[config.mk]
export PLATFORM = sky130hd
export DESIGN_NAME = relay_mod_ctrl
export DESIGN_NICKNAME = d
export VERILOG_FILES = /design/src/rtl/relay_mod_ctrl.sv
export SDC_FILE = /design/constraint.sdc
export NUM_CORES = 1
export LEC_CHECK = 0
export CORE_ASPECT_RATIO = 0.75
export CORE_UTILIZATION = 47
export CTS_CLUSTER_SIZE = 28
export DETAILED_ROUTE_END_ITERATION = 10
export PLACE_DENSITY = 0.75
export SLEW_MARGIN = 20
export SYNTH_ARGS = -nofsm -noshare
export SYNTH_HDL_FRONTEND = slang
export SYNTH_SLANG_ARGS = --single-unit
[constraint.sdc]
create_clock -name ck_1356meg -period 2.2 [get_ports ck_1356meg]
set_clock_uncertainty 0.15 [all_clocks]
set_input_delay 0.44 -clock ck_1356meg [delete_from_list [all_inputs] [get_ports ck_1356meg]]
set_output_delay 0.44 -clock ck_1356meg [all_outputs]
set_load 0.005 [all_outputs]
[src/rtl/relay_mod_ctrl.sv]
// Modulation scheduler for the HF relay path: chooses listen/modulate codes for
// hi_iso14443a from the relay bitstream in fake-reader/fake-tag mode, else passes through.
module relay_mod_ctrl #(
   parameter int PRESCALE    = 8,
   parameter int HOLD_TICKS  = 16,
   parameter int GUARD_TICKS = 4
) (
   input  logic       ck_1356meg,
   input  logic       rst,
   input  logic [2:0] conf_mod_type,
   input  logic       relay_in,
   input  logic       ssp_dout,
   output logic [2:0] mod_type,
   output logic       hisn_ssp_dout,
   output logic       relay_active,
   output logic [7:0] mod_count,
   output logic [1:0] o_dbg_state
);

   localparam int PW = (PRESCALE    > 1) ? $clog2(PRESCALE)    : 1;
   localparam int HW = (HOLD_TICKS  > 1) ? $clog2(HOLD_TICKS)  : 1;
   localparam int GW = (GUARD_TICKS > 1) ? $clog2(GUARD_TICKS) : 1;

   localparam logic [PW-1:0] PRESC_MAX = PW'(PRESCALE - 1);
   localparam logic [HW-1:0] HOLD_MAX  = HW'(HOLD_TICKS - 1);
   localparam logic [GW-1:0] GUARD_MAX = GW'(GUARD_TICKS - 1);

   localparam logic [2:0] CODE_READER = 3'b101;
   localparam logic [2:0] CODE_TAG    = 3'b110;

   typedef enum logic [1:0] {
      ST_PASS   = 2'd0,
      ST_LISTEN = 2'd1,
      ST_MOD    = 2'd2,
      ST_GUARD  = 2'd3
   } state_t;

   state_t        r_state;
   state_t        w_next_state;
   logic          r_sync1;
   logic          r_sync2;
   logic [PW-1:0] r_presc;
   logic [HW-1:0] r_hold_cnt;
   logic [HW-1:0] w_next_hold;
   logic [GW-1:0] r_guard_cnt;
   logic [GW-1:0] w_next_guard;
   logic [7:0]    r_mod_count;
   logic [2:0]    r_prev_conf;
   logic          w_tick;
   logic          w_relay_mode;
   logic          w_prev_relay;
   logic          w_swap;
   logic          w_mod_start;
   logic [2:0]    w_code_l;
   logic [2:0]    w_code_m;

   assign w_tick       = (r_presc == PRESC_MAX);
   assign w_relay_mode = (conf_mod_type == CODE_READER) || (conf_mod_type == CODE_TAG);
   assign w_prev_relay = (r_prev_conf == CODE_READER) || (r_prev_conf == CODE_TAG);
   // A direct reader<->tag change forces a guard so the carrier never flips code mid-burst.
   assign w_swap       = w_relay_mode && w_prev_relay && (r_prev_conf != conf_mod_type);

   always_ff @(posedge ck_1356meg) begin
      if (rst) begin
         r_sync1     <= 1'b0;
         r_sync2     <= 1'b0;
         r_presc     <= '0;
         r_prev_conf <= '0;
      end else begin
         r_sync1     <= relay_in;
         r_sync2     <= r_sync1;
         r_presc     <= w_tick ? '0 : r_presc + PW'(1);
         r_prev_conf <= conf_mod_type;
      end
   end

   always_ff @(posedge ck_1356meg) begin
      if (rst) begin
         r_state     <= ST_PASS;
         r_hold_cnt  <= '0;
         r_guard_cnt <= '0;
         r_mod_count <= '0;
      end else begin
         r_state     <= w_next_state;
         r_hold_cnt  <= w_next_hold;
         r_guard_cnt <= w_next_guard;
         if (w_mod_start && (r_mod_count != 8'hFF)) begin
            r_mod_count <= r_mod_count + 8'd1;
         end
      end
   end

   always_comb begin
      w_next_state = r_state;
      w_next_hold  = r_hold_cnt;
      w_next_guard = r_guard_cnt;
      w_mod_start  = 1'b0;
      if (!w_relay_mode) begin
         w_next_state = ST_PASS;
      end else if (w_swap && (r_state != ST_PASS)) begin
         w_next_state = ST_GUARD;
         w_next_guard = '0;
      end else if (r_state == ST_PASS) begin
         w_next_state = ST_LISTEN;
      end else if (w_tick) begin
         case (r_state)
            ST_LISTEN: begin
               if (r_sync2) begin
                  w_next_state = ST_MOD;
                  w_next_hold  = '0;
                  w_mod_start  = 1'b1;
               end
            end
            ST_MOD: begin
               if (r_sync2) begin
                  w_next_hold = '0;
               end else if (r_hold_cnt == HOLD_MAX) begin
                  w_next_state = ST_GUARD;
                  w_next_guard = '0;
               end else begin
                  w_next_hold = r_hold_cnt + HW'(1);
               end
            end
            ST_GUARD: begin
               if (r_guard_cnt == GUARD_MAX) begin
                  w_next_state = ST_LISTEN;
               end else begin
                  w_next_guard = r_guard_cnt + GW'(1);
               end
            end
            default: begin
               w_next_state = ST_PASS;
            end
         endcase
      end
   end

   // Listen/modulate codes always follow the live configuration word.
   always_comb begin
      w_code_l = 3'b001;
      w_code_m = 3'b010;
      if (conf_mod_type == CODE_TAG) begin
         w_code_l = 3'b011;
         w_code_m = 3'b100;
      end
   end

   always_comb begin
      mod_type      = conf_mod_type;
      hisn_ssp_dout = ssp_dout;
      case (r_state)
         ST_LISTEN, ST_GUARD: begin
            mod_type      = w_code_l;
            hisn_ssp_dout = r_sync2;
         end
         ST_MOD: begin
            mod_type      = w_code_m;
            hisn_ssp_dout = r_sync2;
         end
         default: begin
            mod_type      = conf_mod_type;
            hisn_ssp_dout = ssp_dout;
         end
      endcase
   end

   assign relay_active = (r_state == ST_MOD);
   assign mod_count    = r_mod_count;
   assign o_dbg_state  = r_state;

endmodule

Yosys cells after proc, flatten, opt, wreduce, memory -nomap -nowiden
Index checks and enable logic that the tools add are counted.
{"block": "word_totals", "ff_bits": 24, "latch_bits": 0, "mem_bits_rw": 0, "mem_bits_ro": 0, "input_bits": 7, "out_inout_bits": 15, "elab_cells": 85, "mem_count": 0}
{"block": "classes", "addsub": 4, "mul": 0, "n_div": 0, "n_lt_le_gt_ge": 0, "n_eq_ne": 22, "shifts": 0, "n_mux": 29, "bitwise_logic": 3, "reduce_logical": 19}
{"operator": "2-bit two-way mux", "n": 14}
{"operator": "3-bit equality test (second input constant)", "n": 5}
{"operator": "7-bit AND reduction", "n": 2}
{"operator": "4-bit two-way mux", "n": 3}
{"operator": "8-bit by 1-bit adder with 8-bit output (second input constant)", "n": 1}
{"operator": "4-bit inequality test (second input constant)", "n": 2}
{"operator": "8-bit inequality test (second input constant)", "n": 1}
{"operator": "4-bit one-hot mux with 2 select lines", "n": 1}
{"operator": "1-bit two-way mux", "n": 7}
{"operator": "2-bit equality test (second input constant)", "n": 3}
{"operator": "3-bit inequality test (second input constant)", "n": 2}
{"operator": "2-bit one-hot mux with 3 select lines", "n": 1}
{"operator": "3-bit one-hot mux with 2 select lines", "n": 1}
{"operator": "2-bit nonzero test", "n": 3}
{"operator": "3-bit nonzero test", "n": 2}
{"operator": "2-bit OR reduction", "n": 3}
{"operator": "5-bit AND reduction", "n": 1}
{"operator": "4-bit by 1-bit adder with 4-bit output (second input constant)", "n": 1}
{"operator": "4-bit equality test (second input constant)", "n": 1}
{"operator": "1-bit logical AND", "n": 4}
{"operator": "2-bit inequality test (second input constant)", "n": 2}
{"operator": "4-bit by 1-bit inequality test with 1-bit output (second input constant)", "n": 1}
{"operator": "4-bit by 2-bit inequality test with 1-bit output (second input constant)", "n": 1}
{"operator": "2-bit one-hot mux with 2 select lines", "n": 1}
{"operator": "other kinds (11)", "n": 14}

Longest topological paths before layout
{"block": "logic_depth", "depth_word": 8, "ltp_mapped": 7, "mapped_depth_nobuf": 7}

Worst setup path before layout
OpenSTA, ideal clock, no wires.
{"block": "synth_path", "path_kind": "register -> register", "from": "register r_state[0] (netlist: o_dbg_state[0])", "to": "register r_hold_cnt[3]", "setup_ns": 0.071, "arrival_time_ns": 1.917, "t_required_ns": 1.979, "setup_slack_ns": 0.063, "stages_incl_launch_ff": 7, "path_buffers": 0, "period_less_slack_ns": 2.137, "path_cell_list": "dfxtp_1 > inv_1 > ha_1 > nand4b_2 > or3_4 > or4_1 > a21oi_1"}
{"block": "synth_via", "elab_chain_cells": 4, "word_cells_on_any_way": 12, "cone_classes": "4 x eq/ne; 1 x mux; 2 x bitwise; 5 x reduce/logical"}
{"element": "start: declaration", "line": "38", "source": "state_t r_state;"}
{"element": "start signal: assignment", "line": "84", "source": "r_state <= w_next_state;"}
{"element": "parallel branches: the longest is 4 deep, another holds 7-bit AND reduction"}
{"element": "end signal: assignment", "line": "85", "source": "r_hold_cnt <= w_next_hold;"}
{"element": "end: declaration", "line": "43", "source": "logic [HW-1:0] r_hold_cnt;"}
Parallel ways; which one is timed is not known.
A chain may end at the register's enable or synchronous reset.

Final worst setup path
{"block": "layout_path", "from": "register r_state[1] (netlist: o_dbg_state[1])", "to": "output mod_type[0]"}
{"block": "layout_via", "elab_chain_cells": 3, "word_cells_on_any_way": 5, "cone_classes": "3 x eq/ne; 1 x mux; 1 x reduce/logical"}
{"element": "2-bit by 1-bit equality test with 1-bit output or 2-bit equality test (tied branches)", "line": "151", "source": "case (r_state)"}
{"element": "2-bit OR reduction", "line": "151"}
{"element": "3-bit one-hot mux with 2 select lines (*)", "line": "151"}
{"element": "end: declaration", "line": "13", "source": "output logic [2:0] mod_type,"}
Every way passes the cells marked *; elsewhere a longest branch is shown, timed or not.

==> impl_metrics.xml <==
<?xml version="1.0" encoding="UTF-8"?>
<metrics>
  <group name="worst_setup_path">
    <metric name="worstPathArrival" unit="ns">1.52</metric>
    <metric name="endpoint_kind" unit="">output pin</metric>
    <metric name="criticalPathCategory" unit="">reg -&gt; out</metric>
    <metric name="timing.critical_path.from_type" unit="">register</metric>
    <metric name="critical_path_required" unit="ns">1.61</metric>
    <metric name="critical_path.max_fanout" unit="">7</metric>
  </group>
  <group name="floorplan">
    <metric name="rows" unit="">16</metric>
    <metric name="die_x_extent" unit="um">63.3</metric>
    <metric name="pin_count" unit="">22</metric>
    <metric name="initial_core_utilization" unit="%">50.0</metric>
    <metric name="fp.dieH" unit="um">47.9</metric>
    <metric name="floorplan.die_area" unit="um2">3030</metric>
    <metric name="core_area" unit="um2">2640</metric>
  </group>
  <group name="logic_synthesis">
    <metric name="synth_edf_count" unit="">0</metric>
    <metric name="synth.cell_area" unit="um2">1320</metric>
    <metric name="synth_fp_nets" unit="">165</metric>
    <metric name="yosys_register_bits" unit="">24</metric>
    <metric name="synth.top_cells.by_area" unit="">sky130_fd_sc_hd__dfxtp_1, sky130_fd_sc_hd__ha_1, sky130_fd_sc_hd__a21oi_1</metric>
    <metric name="synth_cell_type_count" unit="">41</metric>
    <metric name="number_of_cells_produced_by_synthesis" unit="">148</metric>
    <metric name="synth_top_cell_by_area" unit="">sky130_fd_sc_hd__dfxtp_1</metric>
    <metric name="synthArstFlopShare" unit="%">0</metric>
    <metric name="synth.avg_cell_area" unit="um2">8.94</metric>
    <metric name="yosys.area.top_type_share" unit="%">36.3</metric>
    <metric name="ys_warn_count" unit="">0</metric>
    <metric name="synthFlopType" unit="">sky130_fd_sc_hd__dfxtp_1</metric>
    <metric name="synth.yosys.seq_area_share" unit="%">36.3</metric>
  </group>
  <group name="global_routing">
    <metric name="grt-ovfl-total" unit="">0</metric>
    <metric name="grt_antenna_before_repair" unit="">0</metric>
    <metric name="wire_length_of_the_first_global_routing_pass" unit="mm">5.44</metric>
    <metric name="track_usage" unit="%">24.1</metric>
    <metric name="first_global_vias" unit="">1110</metric>
    <metric name="grt_start_max_net_pins" unit="">15</metric>
  </group>
  <group name="detailed_routing">
    <metric name="detail_route.first_pass.iterations" unit="">4</metric>
    <metric name="wl_per_cell" unit="um">15.5</metric>
    <metric name="vias_per_cell" unit="">5.57</metric>
    <metric name="first_iter_violations" unit="">100</metric>
    <metric name="drc" unit="">0</metric>
    <metric name="wirelength" unit="mm">3.53</metric>
    <metric name="routed_via_count" unit="">1264</metric>
    <metric name="drt.antenna.violating_nets" unit="">0</metric>
  </group>
  <group name="pwr">
    <metric name="power_density" unit="nW/um2">474</metric>
    <metric name="static-leakage-power" unit="nW">0.679</metric>
    <metric name="vdd_ir_drop_max" unit="mV">0.358</metric>
  </group>
  <group name="placement">
    <metric name="io_buffer_count" unit="">21</metric>
    <metric name="post_dp_cell_area" unit="um2">1720</metric>
    <metric name="gp_congestion" unit="">0.840</metric>
    <metric name="hpwl" unit="mm">2.61</metric>
  </group>
  <group name="hold_path">
    <metric name="min-delay-path-class" unit="">reg -&gt; reg</metric>
  </group>
  <group name="sta">
    <metric name="max_freq" unit="MHz">474</metric>
    <metric name="fin_crit_sh" unit="%">95.9</metric>
    <metric name="finalSetupTns" unit="ns">0</metric>
    <metric name="rsz_0062_raised_after_global_routing" unit="">no</metric>
    <metric name="finalWorstPathRequiredPeriod" unit="ns">2.11</metric>
    <metric name="timing_max_transition_violations_final" unit="">0</metric>
    <metric name="slew_headroom" unit="%">67.5</metric>
    <metric name="worst_pin_slew" unit="ns">0.483</metric>
    <metric name="timing_hold_violations_final" unit="">0</metric>
    <metric name="setup-violations-final" unit="">0</metric>
  </group>
  <group name="clock_network">
    <metric name="clockRootBuffer" unit="">sky130_fd_sc_hd__clkbuf_8</metric>
    <metric name="cts-buffers-inserted" unit="">3</metric>
    <metric name="cts.sink_count" unit="">24</metric>
    <metric name="tritoncts_clock_tree" unit="">built</metric>
    <metric name="h-tree-depth" unit="">1</metric>
    <metric name="clkLatencyLatePin" unit="ns">0.27</metric>
    <metric name="worst_setup_hold_path_clk_slew" unit="ns">0.09</metric>
    <metric name="clockBufferDepth" unit="">2</metric>
    <metric name="cts.hold.buffers_added" unit="">0</metric>
  </group>
  <group name="cells_and_area">
    <metric name="total_number_of_nets_in_the_final_design" unit="">209</metric>
    <metric name="fin_area" unit="um2">1840</metric>
    <metric name="fill_cells" unit="">222</metric>
    <metric name="area_growth_syn_to_layout" unit="%">39.1</metric>
    <metric name="antenna-diode-count" unit="">0</metric>
    <metric name="post-route-util" unit="%">69.6</metric>
    <metric name="ratio_of_cells_with_drive_above_1_in_the_final_layout" unit="%">22.0</metric>
  </group>
  <group name="flow_run">
    <metric name="max_cap_violations" unit="">0</metric>
  </group>
  <group name="outcome">
    <metric name="outcome" unit="">finished, final reports clean</metric>
  </group>
</metrics>
## path summary, 6_finish.rpt
kind                        from             to  slack [ns]  depth (start not counted)
hold / removal           r_sync1        r_sync2        0.30                          1
setup reg to reg  o_dbg_state[0]  r_hold_cnt[0]        0.10                          8
setup / recovery  o_dbg_state[1]    mod_type[0]        0.09                          6
hold reg to reg          r_sync1        r_sync2        0.30                          1
## kinds of logic after synthesis
kind of cell	after synthesis	synth area share (%)
and+or+nand+nor	65	29.6
AOI/OAI and AO/OA	31	14.6
DFF	24	36.3
adders and majority gates	10	9.46
buffers and inverters	8	2.27
xor gates and xnor gates	5	3.88
muxes	5	3.88
## state kept, by name (all words and copies together) (netlist names)
register,cells
r_hold_cnt,4
r_prev_conf,3
r_sync1,1
r_guard_cnt,2
o_dbg_state,2
mod_count,8
r_sync2,1
r_presc,3
## cell type report
type	count	area (um2)	area share, %
Multi-Input combinational cell	116	873	47.5
Tap cell	36	45.0	2.45
Inverter	5	18.8	1.02
Sequential cell	24	482	26.2
Clock buffer	4	55.1	2.99
Timing Repair Buffer	42	365	19.9
## routing by layer
layer	vias up	track usage, %	routed length, um
met4	0	5.00	33
met1	588	33.9	1780
met3	6	4.29	135
li1	632	-	-
met2	38	39.4	1580
met5	-	0	0
## synth_stat cells, types with 2 or more instances
master                     number
sky130_fd_sc_hd__dfxtp_1       24
sky130_fd_sc_hd__a21oi_1       11
sky130_fd_sc_hd__ha_1          10
sky130_fd_sc_hd__nand3_1       10
sky130_fd_sc_hd__nor2_1        10
sky130_fd_sc_hd__nand2_1        7
sky130_fd_sc_hd__o21ai_0        7
sky130_fd_sc_hd__nand2b_1       6
sky130_fd_sc_hd__inv_1          5
sky130_fd_sc_hd__nor2b_1        5
sky130_fd_sc_hd__or4_1          5
sky130_fd_sc_hd__mux2i_1        4
sky130_fd_sc_hd__nor3_1         4
sky130_fd_sc_hd__nand4b_1       3
sky130_fd_sc_hd__o31ai_1        3
sky130_fd_sc_hd__xnor2_1        3
sky130_fd_sc_hd__clkbuf_1       2
sky130_fd_sc_hd__nand4_1        2
sky130_fd_sc_hd__nor3b_1        2
sky130_fd_sc_hd__nor4_1         2
sky130_fd_sc_hd__o211ai_1       2
sky130_fd_sc_hd__or4bb_1        2
## what timing repair did
| item | in CTS | in global routing |
|---|---|---|
| pin swaps | 0 | 1 |
| setup endpoints to repair | 17 | 10 |
| gates resized for setup | 20 | 5 |
| buffers inserted | 1 | 0 |
## stage by stage
stage | total power (W) | setup slack [ns] | hold slack (ns) | cells
after floorplan | 0.000509 | 0.0627 | 0.258 | 148
after global placement | 0.000570 | -0.368 | 0.265 | 222
after detailed placement | 0.000574 | -0.494 | 0.281 | 222
after CTS | 0.000873 | 0.0101 | 0.294 | 227
after global routing | 0.000905 | 0.00246 | 0.308 | 227
final | 0.000871 | 0.0900 | 0.297 | 227
## worst max-delay path, cell delays in order, from the launching register on
cell                            delay, ns
sky130_fd_sc_hd__dfxtp_2             0.36
sky130_fd_sc_hd__inv_2               0.07
sky130_fd_sc_hd__ha_4                0.18
sky130_fd_sc_hd__buf_4               0.15
sky130_fd_sc_hd__nor3_1              0.16
sky130_fd_sc_hd__a21oi_1             0.06
sky130_fd_sc_hd__dlygate4sd2_1       0.26
## power breakdown
| group | internal (W) | switching, W | leakage (nW) | total (W) |
|---|---|---|---|---|
| clock | 0.000160 | 0.000145 | 0.0288 | 0.000305 |
| sequential | 0.000445 | 0.00000582 | 0.196 | 0.000451 |
| combinational | 0.0000619 | 0.0000543 | 0.454 | 0.000116 |
| total | 0.000667 | 0.000205 | 0.679 | 0.000871 |
## placed cells by master, fill, tap and decap left out, types with 4 or more instances in the layout
cell | Yosys | final
sky130_fd_sc_hd__a21oi_1 | 11 | 9
sky130_fd_sc_hd__buf_4 | 0 | 20
sky130_fd_sc_hd__clkbuf_8 | 0 | 4
sky130_fd_sc_hd__clkdlybuf4s50_1 | 0 | 14
sky130_fd_sc_hd__dfxtp_1 | 24 | 23
sky130_fd_sc_hd__dlygate4sd2_1 | 0 | 5
sky130_fd_sc_hd__ha_1 | 10 | 5
sky130_fd_sc_hd__mux2i_1 | 4 | 4
sky130_fd_sc_hd__nand2_1 | 7 | 7
sky130_fd_sc_hd__nand2b_1 | 6 | 6
sky130_fd_sc_hd__nand3_1 | 10 | 9
sky130_fd_sc_hd__nor2_1 | 10 | 10
sky130_fd_sc_hd__nor2b_1 | 5 | 5
sky130_fd_sc_hd__nor3_1 | 4 | 4
sky130_fd_sc_hd__o21ai_0 | 7 | 7
sky130_fd_sc_hd__or4_1 | 5 | 5
No activity file was read; power rests on OpenSTA's default activity.
